[config.mk]
export PLATFORM = sky130hd
export DESIGN_NAME = opcode_decoder_pipe_flat
export DESIGN_NICKNAME = d
export VERILOG_FILES = /design/src/rtl/decoder_pkg.sv /design/src/rtl/opcode_decoder_pipe_if.sv /design/src/rtl/opcode_onehot_dec.sv /design/src/rtl/opcode_decoder_pipe.sv /design/src/flat_wrapper.sv
export SDC_FILE = /design/constraint.sdc
export NUM_CORES = 1
export LEC_CHECK = 0
export CELL_PAD_IN_SITES_DETAIL_PLACEMENT = 0
export CELL_PAD_IN_SITES_GLOBAL_PLACEMENT = 1
export CORE_UTILIZATION = 38
export CTS_BUF_LIST = sky130_fd_sc_hd__clkbuf_16
export CTS_CLUSTER_SIZE = 10
export DETAILED_ROUTE_END_ITERATION = 10
export GPL_TIMING_DRIVEN = 0
export HOLD_SLACK_MARGIN = 0.05
export PLACE_DENSITY = 0.94
export SYNTH_ARGS = -nofsm -noshare
export SYNTH_HDL_FRONTEND = slang
export SYNTH_HIERARCHICAL = 1
export SYNTH_SLANG_ARGS = --single-unit
[constraint.sdc]
create_clock -name clk -period 2.1 [get_ports clk]
set_input_delay 0.315 -clock clk [delete_from_list [all_inputs] [get_ports clk]]
set_output_delay 0.315 -clock clk [all_outputs]
set_load 0.02 [all_outputs]
[src/rtl/decoder_pkg.sv]
// Shared decoder definitions: default geometry and a one-hot/illegal
// decode function usable by any decoder up to DEC_MAX_IN_W input bits.
package decoder_pkg;

  localparam int DEC_IN_W     = 4;
  localparam int DEC_NUM_OUT  = 13;
  localparam int DEC_CNT_W    = 8;

  // Widest code the shared function handles; result is sized for it.
  localparam int DEC_MAX_IN_W = 8;
  localparam int DEC_MAX_OUT  = 2 ** DEC_MAX_IN_W;

  // Returns {illegal, onehot[DEC_MAX_OUT-1:0]}. Callers slice the low
  // num_out bits; the top bit flags a code outside 0..num_out-1.
  function automatic logic [DEC_MAX_OUT:0] dec_onehot(
    input logic [DEC_MAX_IN_W-1:0] code,
    input int unsigned             num_out
  );
    logic [DEC_MAX_OUT:0] res;
    res = '0;
    if ({24'd0, code} < num_out) begin
      res[{1'b0, code}] = 1'b1;
    end else begin
      res[DEC_MAX_OUT] = 1'b1;
    end
    return res;
  endfunction

endpackage

[src/rtl/opcode_decoder_pipe_if.sv]
// Code-in / one-hot-out handshake bundle for opcode_decoder_pipe.
// slave = decoder view, master = surrounding fetch/execute view.
interface opcode_decoder_pipe_if
  import decoder_pkg::*;
#(
  parameter int IN_W    = DEC_IN_W,
  parameter int NUM_OUT = DEC_NUM_OUT
) ();

  logic               in_valid;
  logic               in_ready;
  logic [IN_W-1:0]    in_code;
  logic               out_valid;
  logic               out_ready;
  logic [NUM_OUT-1:0] out_onehot;
  logic               out_illegal;

  modport slave (
    input  in_valid, in_code, out_ready,
    output in_ready, out_valid, out_onehot, out_illegal
  );

  modport master (
    output in_valid, in_code, out_ready,
    input  in_ready, out_valid, out_onehot, out_illegal
  );

endinterface

[src/rtl/opcode_onehot_dec.sv]
// Purely combinational binary -> one-hot decoder with illegal flag.
module opcode_onehot_dec
  import decoder_pkg::*;
#(
  parameter int IN_W    = DEC_IN_W,
  parameter int NUM_OUT = DEC_NUM_OUT
) (
  input  logic [IN_W-1:0]    in_code,
  output logic [NUM_OUT-1:0] onehot,
  output logic               illegal
);

  logic [DEC_MAX_OUT:0] dec_full;

  assign dec_full = dec_onehot(DEC_MAX_IN_W'(in_code), NUM_OUT);
  assign illegal  = dec_full[DEC_MAX_OUT];

  for (genvar gi = 0; gi < NUM_OUT; gi++) begin : g_bit
    assign onehot[gi] = dec_full[gi];
  end

  // Bits above NUM_OUT are always zero for this geometry.
  if (NUM_OUT < DEC_MAX_OUT) begin : g_unused
    logic unused_hi;
    assign unused_hi = ^dec_full[DEC_MAX_OUT-1:NUM_OUT];
  end

endmodule

[src/rtl/opcode_decoder_pipe.sv]
// Registered opcode decoder: one accepted code per cycle becomes a held
// one-hot result word, with illegal-code flag and saturating counter.
// Optional feature macro: OPCODE_DECODER_CNT_EN (builds the counter).
module opcode_decoder_pipe
  import decoder_pkg::*;
#(
  parameter int IN_W    = DEC_IN_W,
  parameter int NUM_OUT = DEC_NUM_OUT,
  parameter int CNT_W   = DEC_CNT_W
) (
  input  logic                  clk,
  input  logic                  rst_n,
  opcode_decoder_pipe_if.slave  bus,
  input  logic                  clr_cnt,
  output logic [CNT_W-1:0]      illegal_cnt
);

  if (NUM_OUT > 2 ** IN_W) begin : g_chk_range
    $error("NUM_OUT exceeds 2**IN_W");
  end
  if (NUM_OUT < 1) begin : g_chk_min
    $error("NUM_OUT must be at least 1");
  end
  if (IN_W > DEC_MAX_IN_W) begin : g_chk_w
    $error("IN_W wider than the shared decode function supports");
  end

  logic               out_valid_reg;
  logic [NUM_OUT-1:0] onehot_reg;
  logic               illegal_reg;
  logic [NUM_OUT-1:0] dec_onehot_w;
  logic               dec_illegal;
  logic               in_ready;
  logic               accept;

  opcode_onehot_dec #(
    .IN_W    (IN_W),
    .NUM_OUT (NUM_OUT)
  ) u_dec (
    .in_code (bus.in_code),
    .onehot  (dec_onehot_w),
    .illegal (dec_illegal)
  );

  // Single stage: free when empty or when the held result leaves now.
  assign in_ready = !out_valid_reg || bus.out_ready;
  assign accept   = bus.in_valid && in_ready;

  // Output register: load on accept, drop valid on a bare completion.
  always_ff @(posedge clk or negedge rst_n) begin
    if (!rst_n) begin
      out_valid_reg <= 1'b0;
      onehot_reg    <= '0;
      illegal_reg   <= 1'b0;
    end else if (accept) begin
      out_valid_reg <= 1'b1;
      onehot_reg    <= dec_onehot_w;
      illegal_reg   <= dec_illegal;
    end else if (bus.out_ready) begin
      out_valid_reg <= 1'b0;
    end
  end

  assign bus.in_ready    = in_ready;
  assign bus.out_valid   = out_valid_reg;
  assign bus.out_onehot  = onehot_reg;
  assign bus.out_illegal = illegal_reg;

`ifdef OPCODE_DECODER_CNT_EN
  logic [CNT_W-1:0] cnt_reg;
  logic [CNT_W-1:0] cnt_next;

  // Clear first, then count the accepted illegal code, saturating.
  always_comb begin
    cnt_next = clr_cnt ? '0 : cnt_reg;
    if (accept && dec_illegal && (cnt_next != {CNT_W{1'b1}})) begin
      cnt_next = cnt_next + CNT_W'(1);
    end
  end

  // Counter register, updated on the same edge as the result register.
  always_ff @(posedge clk or negedge rst_n) begin
    if (!rst_n) begin
      cnt_reg <= '0;
    end else begin
      cnt_reg <= cnt_next;
    end
  end

  assign illegal_cnt = cnt_reg;
`else
  logic unused_clr;
  assign unused_clr  = clr_cnt;
  assign illegal_cnt = '0;
`endif

endmodule

[src/flat_wrapper.sv]
// flat-port wrapper written by rule: the top's interface ports become plain ports
module opcode_decoder_pipe_flat import decoder_pkg::*;
#(
  parameter int IN_W    = DEC_IN_W,
  parameter int NUM_OUT = DEC_NUM_OUT,
  parameter int CNT_W   = DEC_CNT_W
)
  (clk, rst_n, clr_cnt, illegal_cnt, bus_in_valid, bus_in_code, bus_out_ready, bus_in_ready, bus_out_valid, bus_out_onehot, bus_out_illegal);
  opcode_decoder_pipe_if #(.IN_W(IN_W), .NUM_OUT(NUM_OUT)) bus_i ();
  input  logic clk;
  input  logic rst_n;
  input  logic clr_cnt;
  output logic [CNT_W-1:0] illegal_cnt;
  input wire logic [$bits(bus_i.in_valid)-1:0] bus_in_valid;
  input wire logic [$bits(bus_i.in_code)-1:0] bus_in_code;
  input wire logic [$bits(bus_i.out_ready)-1:0] bus_out_ready;
  output wire logic [$bits(bus_i.in_ready)-1:0] bus_in_ready;
  output wire logic [$bits(bus_i.out_valid)-1:0] bus_out_valid;
  output wire logic [$bits(bus_i.out_onehot)-1:0] bus_out_onehot;
  output wire logic [$bits(bus_i.out_illegal)-1:0] bus_out_illegal;
  assign bus_i.in_valid = bus_in_valid;
  assign bus_i.in_code = bus_in_code;
  assign bus_i.out_ready = bus_out_ready;
  assign bus_in_ready = bus_i.in_ready;
  assign bus_out_valid = bus_i.out_valid;
  assign bus_out_onehot = bus_i.out_onehot;
  assign bus_out_illegal = bus_i.out_illegal;
  opcode_decoder_pipe #(.IN_W(IN_W), .NUM_OUT(NUM_OUT), .CNT_W(CNT_W)) u_core (.clk(clk), .rst_n(rst_n), .bus(bus_i), .clr_cnt(clr_cnt), .illegal_cnt(illegal_cnt));
endmodule
==> results.yml <==
detailed_routing:
  wire_per_inst_um: 13.22
  vias_per_cell: 4.607
  wl_um: 1613
  drt.antenna.violating_nets: 0
  drt-initial-drc-count: 0
  drt_first_pass_iters: 1
  drc: 0
  num_vias: 562
layout:
  final_nets: 104
  final_common_cell: "clkdlybuf4s50_1"
  antenna_cells: 0
  final_area_um2: 1324
  final_cell_mix: "clkdlybuf4s50_1, dfrtp_1, mux2_4"
  fill_cells: 198
  largest_reg_flops: 13
  area_growth_pct: 38.85
  seqCellArea_um2: 375.4
  multiInputGateArea_um2: 479.2
  drive_above_1_share_pct: 39.36
die:
  fp.dieH_um: 52.09
  num_rows: 17
  dieArea_um2: 2713
  core-area_um2: 2297
  start_util_pct: 41.50
  io_pins: 33
  die_w_um: 52.09
synthesis:
  ys.warnings.count: 6
  ys_ff_latch: 15
  yosysTopAreaCell: "dfrtp_1"
  syn_avg_cell_area_um2: 15.89
  syn-cell-area_um2: 953.4
  synth_cell_type_count: 15
  yosysTopAreaCellShare_pct: 39.37
  synthCells: 60
  synthTopCellsByArea: "dfrtp_1, mux2_4, nor4b_4"
  synth_seq_area_share_pct: 39.37
worst_setup_path:
  crit_start: "bus_out_ready"
  rr_endpoint: "u_core/bus.out_onehot[1]$_DFFE_PN0P_"
  r2r_slack_ps: 950
  crit_arrival_ps: 1510
  cp_max_fo: 3
  crit_type: "input port to output pin"
  rr_startpoint: "u_core/bus.out_valid$_DFFE_PN0P_"
  start_kind: "input port"
  cp.required_ps: 1780
  end_kind: "output pin"
  r2r_cells: 4
clock_tree:
  hold_buffers: 0
  cts_resized: 0
  clk_pin_slew_ps: 50
  clkLatencyLatePin_ps: 240
  clockBufferDepth: 2
  cts_setup_buffers: 0
  cts_tree: "built"
  root_buffer: "clkbuf_16"
  h-tree-depth: 1
  cts_made_buffers: 3
  clock-sinks: 15
timing:
  final_hold_viol_count: 0
  tns_ps: 0
  clock_skew_ps: 1.815
  slew_violations: 0
  finalCriticalPeriod_ps: 1829
  period_share_pct: 87.08
  fmaxAchievable_mhz: 546.9
  worst_pin_slew_ps: 659.3
  whs_ps: 482.6
  rsz0062_at_grt: "no"
  setup_viol: 0
  maxSlewHeadroom_pct: 55.91
placed_design:
  place.gp.congestion: 0.7262
  dpl_cell_area_um2: 1245
  dp_hpwl_um: 1203
  port_buffers: 23
flow_run:
  cap_violations: 0
worst_hold_path:
  hold_path.class: "input port to async pin"
pwr:
  cellLeakagePower_nw: 0.6533
  ir_worst_vdd_mv: 0.3462
  power-per-cell-area_nw_per_um2: 649.4
  swShare_pct: 23.74
  pwr-share-clk_pct: 41.6
  intPower_uw: 655.6
  p_comb_share_pct: 21.8
  p_sw_uw: 204.0
  power_frac_seq_pct: 36.6
outcome:
  status: "completed"
grt:
  grt.overflow.total: 0
  first_global_vias: 571
  grt_pass1_wl_um: 2753
  grt_antenna_before_repair: 0
  grt_usage_pct: 14.53
  grt_start_max_net_pins: 16
## power by group through the flow
stage               clock [mW]  sequential, mW  combinational [mW]
floorplan                    0           0.337               0.104
global placement             0           0.318               0.185
detailed placement           0           0.319               0.189
CTS                      0.366           0.315               0.190
global route             0.391           0.316               0.199
finish                   0.357           0.314               0.188
## worst max-delay path by stage
stage / slack (ps) / depth (start not counted) / end
final: 270 / 3 / bus_in_ready
after global placement: 280 / 3 / bus_in_ready
after floorplan: 830 / 4 / u_core/bus.out_onehot[0]$_DFFE_PN0P_
after global routing: 220 / 3 / bus_in_ready
after CTS: 260 / 3 / bus_in_ready
after detailed placement: 260 / 3 / bus_in_ready
## synth_stat cells
cell type / number
o211a_1: 1
or2b_1: 1
mux2_4: 10
nand2b_4: 1
and4bb_1: 6
and4b_1: 2
nor4b_4: 4
mux2_2: 4
buf_12: 1
buf_6: 4
conb_1: 1
nor4_4: 1
dfrtp_1: 15
buf_4: 8
nand2_4: 1
## layout make-up
class,instances,share of cell area [%]
multi-input cells,39,36.20
flip-flops and latches,15,28.36
repair buffers,23,17.39
plain buffers,13,9.452
clock buffers,3,5.671
well taps,28,2.647
clock inverters,1,0.2836
## cell families (layout without fill, tap and decap cells)
kind of cell,after synthesis,count (layout),synth area share [%]
buf+inv,13,40,13.12
compound gates,1,1,1.050
other cells,1,8,0.3933
mux,14,14,20.47
simple gates,16,16,25.59
flops,15,15,39.37
## worst max-delay path, stage by stage
cell and delay, ps:
clkdlybuf4s50_1 450, nand2b_4 140, clkdlybuf4s50_1 610
## metal layers
layer	share of wire [%]	vias up	wire length (um)	GRT usage [%]
met4	1.7	0	27	8.108
met1	44	269	704	18.31
met3	5.8	4	93	3.509
met2	49	19	787	22.44
met5	0	-	0	0
li1	-	270	-	-
## per-stage QoR
step	util [%]	cells	setup slack [ps]	power, mW
after floorplan	-	67	831.7	0.4410
after global placement	54.19	118	284.1	0.5037
after detailed placement	54.19	118	264.7	0.5078
after CTS	57.63	122	264.6	0.8707
after global routing	57.63	122	220.1	0.9054
final	57.63	122	271.4	0.8596
Power figures use the tool's default switching activity.
==> variant 1 (same settings) <==
Change the package constant `DEC_CNT_W` from 8 to 12.
--- a/src/rtl/decoder_pkg.sv
+++ b/src/rtl/decoder_pkg.sv
@@ -4,7 +4,7 @@
 
   localparam int DEC_IN_W     = 4;
   localparam int DEC_NUM_OUT  = 13;
-  localparam int DEC_CNT_W    = 8;
+  localparam int DEC_CNT_W    = 12;
 
   // Widest code the shared function handles; result is sized for it.
   localparam int DEC_MAX_IN_W = 8;
Ports: changed (resized illegal_cnt); port bits go from 33 to 37. The function was not compared with the original's and may differ.
==> variant 1 against the original RTL <==
  * Global-route usage down 0.61 points
  * Synthesized area up 3.1%
  * Power up 1.3%
  * Critical path depth unchanged
  * Setup slack better by 14 ps
  * Final area up 3.6%
  * Wire length up 7.1%
  * Sequential cell count unchanged
  * Critical path type unchanged
  * Critical endpoint unchanged
  * Largest cell class unchanged
==> variant 1: results (changes against the original RTL) <==
Outcome
  • Status: completed (unchanged)

Clock network
  • CTS root buf: clkbuf_16 (unchanged)
  • Clk slew on worst S/H paths: 50 ps (about the same)
  • Clock latency at the later pin of the worst-skew pair: 240 ps (about the same)
  • Num CTS Buffers: 3 (unchanged)
  • Htree depth: 1 (unchanged)
  • Post-cts resize count: 0 (unchanged)

Finish
  • Antenna cells: 0 (unchanged)
  • Final-stage net count: 112 (was 104)
  • Largest register FFs: 13 (unchanged)
  • Number of fill cells: 206 (was 198)
  • Layout cell share with drive strength beyond 1: 0.402 (was 0.394)

Drt
  • 1st-iter DRT viols: 1 (was 0)
  • Avg WL per Cell: 13.1 µm (was 13.2 µm)
  • Drt total wl: 1.73 mm (was 1.61 mm)
  • DR pass1 iterations: 2 (was 1)
  • Via density: 4.39 (was 4.61)

Critical path
  • Worst setup path startpoint: bus_out_ready (unchanged)
  • Crit path max fanout: 3 (unchanged)
  • Max incr delay on CP: 600 ps
  • Slowest cell on crit path: clkdlybuf4s50_1 (unchanged)
  • RR Endpoint: u_core/bus.out_onehot[1] (unchanged)
  • Flop2flop setup slack: 940 ps
  • Register-to-Register Path Depth: 4 (unchanged)
  • Top delay family on crit path: buffers and inverters (unchanged)

Min path
  • Worst Hold Class: in -> async (unchanged)

Placed design
  • Inst Count DP: 128 (was 118)
  • GP Congestion: 0.678 (was 0.726)
  • Worst slack at placement: 277 ps (was 265 ps)
  • Placed Area: 1290 µm² (was 1240 µm²)
  • HPWL Detailed: 1.24 mm (was 1.20 mm)

Logic synthesis
  • Netlist cell types: 15 (unchanged)
  • Avg Cell Area, Syn: 15.4 µm² (was 15.9 µm²)
  • Top cells by area, synth: dfrtp_1 38%, mux2_4 15%, nor4b_4 9.7% (was dfrtp_1 39%, mux2_4 16%, nor4b_4 10%)
  • Synth cell count leaders: 15 x dfrtp_1, 12 x buf_4, 10 x mux2_4 (was 15 x dfrtp_1, 10 x mux2_4, 8 x buf_4)
  • Sequential area share after synthesis: 0.382 (was 0.394)
  • Yosys warnings: 6 (unchanged)

Global route
  • GR Layer Usage met3: 0.0345 (was 0.0351)
  • Vias in the first global route: 558 (was 571)
  • Met2 usage: 0.238 (was 0.224)
  • Met1 Usage GRT: 0.171 (was 0.183)
  • Total Routing Usage GR: 0.139 (was 0.145)
  • Initial antenna violation count: 0 (unchanged)
  • Largest net degree at the start of global routing: 16 (unchanged)

Power
  • Worst IR Drop VDD: 0.419 mV (was 0.346 mV)
  • Pleak: 0.688 nW (was 0.653 nW)

Timing
  • Relative slew margins: 0.554 (was 0.559)
  • Clk_skew: 1.70 ps (was 1.81 ps)
variant 1: cell families (layout without fill, tap and decap cells):
family                 count (synthesis)  count (layout)  share of synthesized area
buffers and inverters                 17              44                      0.158
and+or+nand+nor                       16              16                      0.248
DFF                                   15              15                      0.382
muxes                                 14              14                      0.198
other                                  1              12                    0.00381
AOI/OAI and AO/OA                      1               1                     0.0102
variant 1: final cells by class:
cell class | count | share of cell area
clock inverters | 1 | 0.00274
plain buffers | 17 | 0.113
flip-flops and latches | 15 | 0.274
multi-input cells | 43 | 0.360
well taps | 30 | 0.0274
repair buffers | 23 | 0.168
clock buffers | 3 | 0.0547
variant 1: layer usage:
metal  up-vias  wire, µm
met4         0         0
met5         -         0
met1       280       757
met2        19       856
li1        281         -
met3         0       114
variant 1: power breakdown:
group	total [mW]	internal, mW	switching, mW
sequential	0.315	0.305	0.00955
combinational	0.201	0.104	0.0967
clock	0.355	0.251	0.104
total	0.871	0.660	0.210
variant 1: how the worst max path moves through the flow:
stage,to,depth (start not counted),slack [ps]
after floorplan,u_core/bus.out_onehot[0],4,830
after global placement,bus_in_ready,3,280
after detailed placement,bus_in_ready,3,280
after CTS,bus_in_ready,3,280
after global routing,bus_in_ready,3,260
final,bus_in_ready,3,290
variant 1: stage by stage:
step | hold slack [ps] | utilization
after global placement | 496 | 0.527
after detailed placement | 501 | 0.527
after floorplan | 19.4 | -
after global routing | 525 | 0.559
after CTS | 513 | 0.559
final | 487 | 0.559
==> variant 2 (same settings) <==
Without the edit above. The option `OPCODE_DECODER_CNT_EN` is turned on by a define.
--- a/src/rtl/opcode_decoder_pipe.sv
+++ b/src/rtl/opcode_decoder_pipe.sv
@@ -1,6 +1,8 @@
 // Registered opcode decoder: one accepted code per cycle becomes a held
 // one-hot result word, with illegal-code flag and saturating counter.
 // Optional feature macro: OPCODE_DECODER_CNT_EN (builds the counter).
+`define OPCODE_DECODER_CNT_EN
+
 module opcode_decoder_pipe
   import decoder_pkg::*;
 #(
Formal check against the unedited RTL: not equivalent (Yosys sat finds a counterexample within 4 cycles, from zero or initial values and one cycle with rst_n low).
==> variant 2 against the original RTL <==
  * Sequential share of layout area up 4.7 points
  * Wire length rose by 52%
  * Sequential cell count up 8
  * Setup slack worse by 160 ps
  * Synthesized area is 35% higher
  * Final cell count grew 45%
  * Final area grew 31%
  * Power rose by 21%
  * Clock power up 11%
  * Register-to-register slack got worse by 520 ps
  * Via count grew 62%
  * Highest routed layer unchanged
  * Die area is 33% higher
  * Largest power group is now registers
  * Global-route usage rose by 0.31 points
  * Count of clock-buffer cells in the layout unchanged
==> variant 2: results (changes against the original RTL) <==
Outcome
  • Status: completed (unchanged)

Critical path
  • RR Endpoint: u_core/bus.out_onehot[11] (was u_core/bus.out_onehot[1])
  • Worst setup path startpoint: bus_in_code[1] (was bus_out_ready)
  • Critical Path AT: 2130 ps (was 1510 ps)
  • Crit path max fanout: 10 (was 3)
  • Flop2flop setup slack: 430 ps (was 950 ps)
  • Register-to-Register Path Depth: 5 (was 4)
  • Max incr delay on CP: 550 ps (was 610 ps)
  • Critical Path End: u_core/illegal_cnt[1] (was bus_in_ready)

Drt
  • 1st-iter DRT viols: 41 (was 0)
  • Max layer used: met4 (unchanged)
  • Detail Route met3 WL: 147 µm (was 93 µm)
  • Via density: 5.15 (was 4.61)
  • DR WL met2: 1.23 mm (was 787 µm)
  • DR pass1 iterations: 4 (was 1)
  • Metal-1 WL: 1.06 mm (was 704 µm)
  • Vias: 912 (was 562)
  • Drt total wl: 2.45 mm (was 1.61 mm)

Placed design
  • Worst slack at placement: -191 ps (was 265 ps)
  • HPWL Detailed: 1.81 mm (was 1.20 mm)
  • GP Congestion: 0.766 (was 0.726)
  • Inst Count DP: 173 (was 118)
  • Port bufs: 32 (was 23)

Timing
  • Clk_skew: 1.38 ps (was 1.81 ps)
  • Fin crit share: 0.948 (was 0.871)
  • Relative slew margins: 0.313 (was 0.559)

Clock network
  • Clock Tree Buf Depth: 2 (unchanged)
  • # Post-CTS Setup Buffers: 0 (unchanged)
  • Clock latency at the later pin of the worst-skew pair: 250 ps

Logic synthesis
  • Synth cell count leaders: 23 x dfrtp_1, 9 x mux2_2, 6 x and4bb_1, 6 x mux2_1, 6 x nor2_1 (was 15 x dfrtp_1, 10 x mux2_4, 8 x buf_4)
  • Sequential area share after synthesis: 0.447 (was 0.394)
  • Top cells by area, synth: dfrtp_1 45%, mux2_2 7.9%, nor4b_4 7.4% (was dfrtp_1 39%, mux2_4 16%, nor4b_4 10%)
  • Post-Synthesis Cells: 97 (was 60)
  • Netlist cell types: 30 (was 15)

Min path
  • Worst Hold Class: reg -> reg (was in -> async)

Global route
  • First-pass GRT wire length: 3.95 mm (was 2.75 mm)
  • Largest net degree at the start of global routing: 24 (was 16)
  • Vias in the first global route: 872 (was 571)
  • Initial antenna violation count: 0 (unchanged)
  • Total Routing Usage GR: 0.148 (was 0.145)

Power
  • Comb pwr share: 0.163 (was 0.218)
  • P_sw: 0.239 mW (was 0.204 mW)
  • Pleak: 0.772 nW (was 0.653 nW)
  • Worst IR Drop VDD: 0.553 mV (was 0.346 mV)
  • Clk. pwr: 0.397 mW (was 0.357 mW)

Finish
  • Layout cell share with drive strength beyond 1: 0.233 (was 0.394)
  • Number of fill cells: 278 (was 198)
  • Final-stage net count: 143 (was 104)
variant 2: changes by cell type in the layout (fill, tap and decap cells not counted), moves of 3 or more:
cell,change
buf_4,-8
clkdlybuf4s50_1,+9
conb_1,-8
dfrtp_1,+8
mux2_1,+6
mux2_2,+5
mux2_4,-10
nand2_1,+3
nand3_1,+4
nor2_1,+6
nor2b_1,+3
o21a_1,+3
variant 2: worst max-delay path, delay by kind of cell:
| family | cells | cell delay, ps |
|---|---|---|
| AO/OA/AOI/OAI | 2 | 330 |
| multiplexers | 1 | 330 |
| AND/OR/NAND/NOR | 2 | 400 |
| buffers and inverters | 2 | 740 |
variant 2: cell type report:
cell class                 instances  area (µm²)  area share
inverter                           3        11.3     0.00647
clock buffer                       3        75.1      0.0431
timing repair buffer              32         320       0.184
buffer                             6        55.1      0.0316
clock inverter                     1        3.75     0.00216
sequential                        23         576       0.331
multi-input combinational         65         644       0.370
tap                               44        55.1      0.0316
variant 2: logic make-up (layout without fill, tap and decap cells):
family / count (synthesis) / in the layout / share of synthesized area
simple gates: 38 / 38 / 0.289
flops: 23 / 23 / 0.447
mux: 16 / 16 / 0.139
compound gates: 10 / 10 / 0.0662
buf+inv: 9 / 45 / 0.0516
xor+xnor: 1 / 1 / 0.00681
variant 2: routing by layer:
metal,up-vias,global-route usage
met5,-,0
met4,0,0.0399
met3,2,0.0433
met2,27,0.259
met1,447,0.176
li1,436,-
variant 2: through the flow:
step | utilization | power, mW | cell area [µm²] | hold WS, ps | TNS (ps)
global route | 0.556 | 1.08 | 1740 | 496 | 0
global placement | 0.531 | 0.645 | 1660 | 473 | -296
floorplan | - | 0.572 | 1290 | 19.4 | 0
CTS | 0.556 | 1.06 | 1740 | 487 | 0
detailed placement | 0.531 | 0.649 | 1660 | 474 | -329
finish | 0.556 | 1.04 | 1740 | 480 | 0
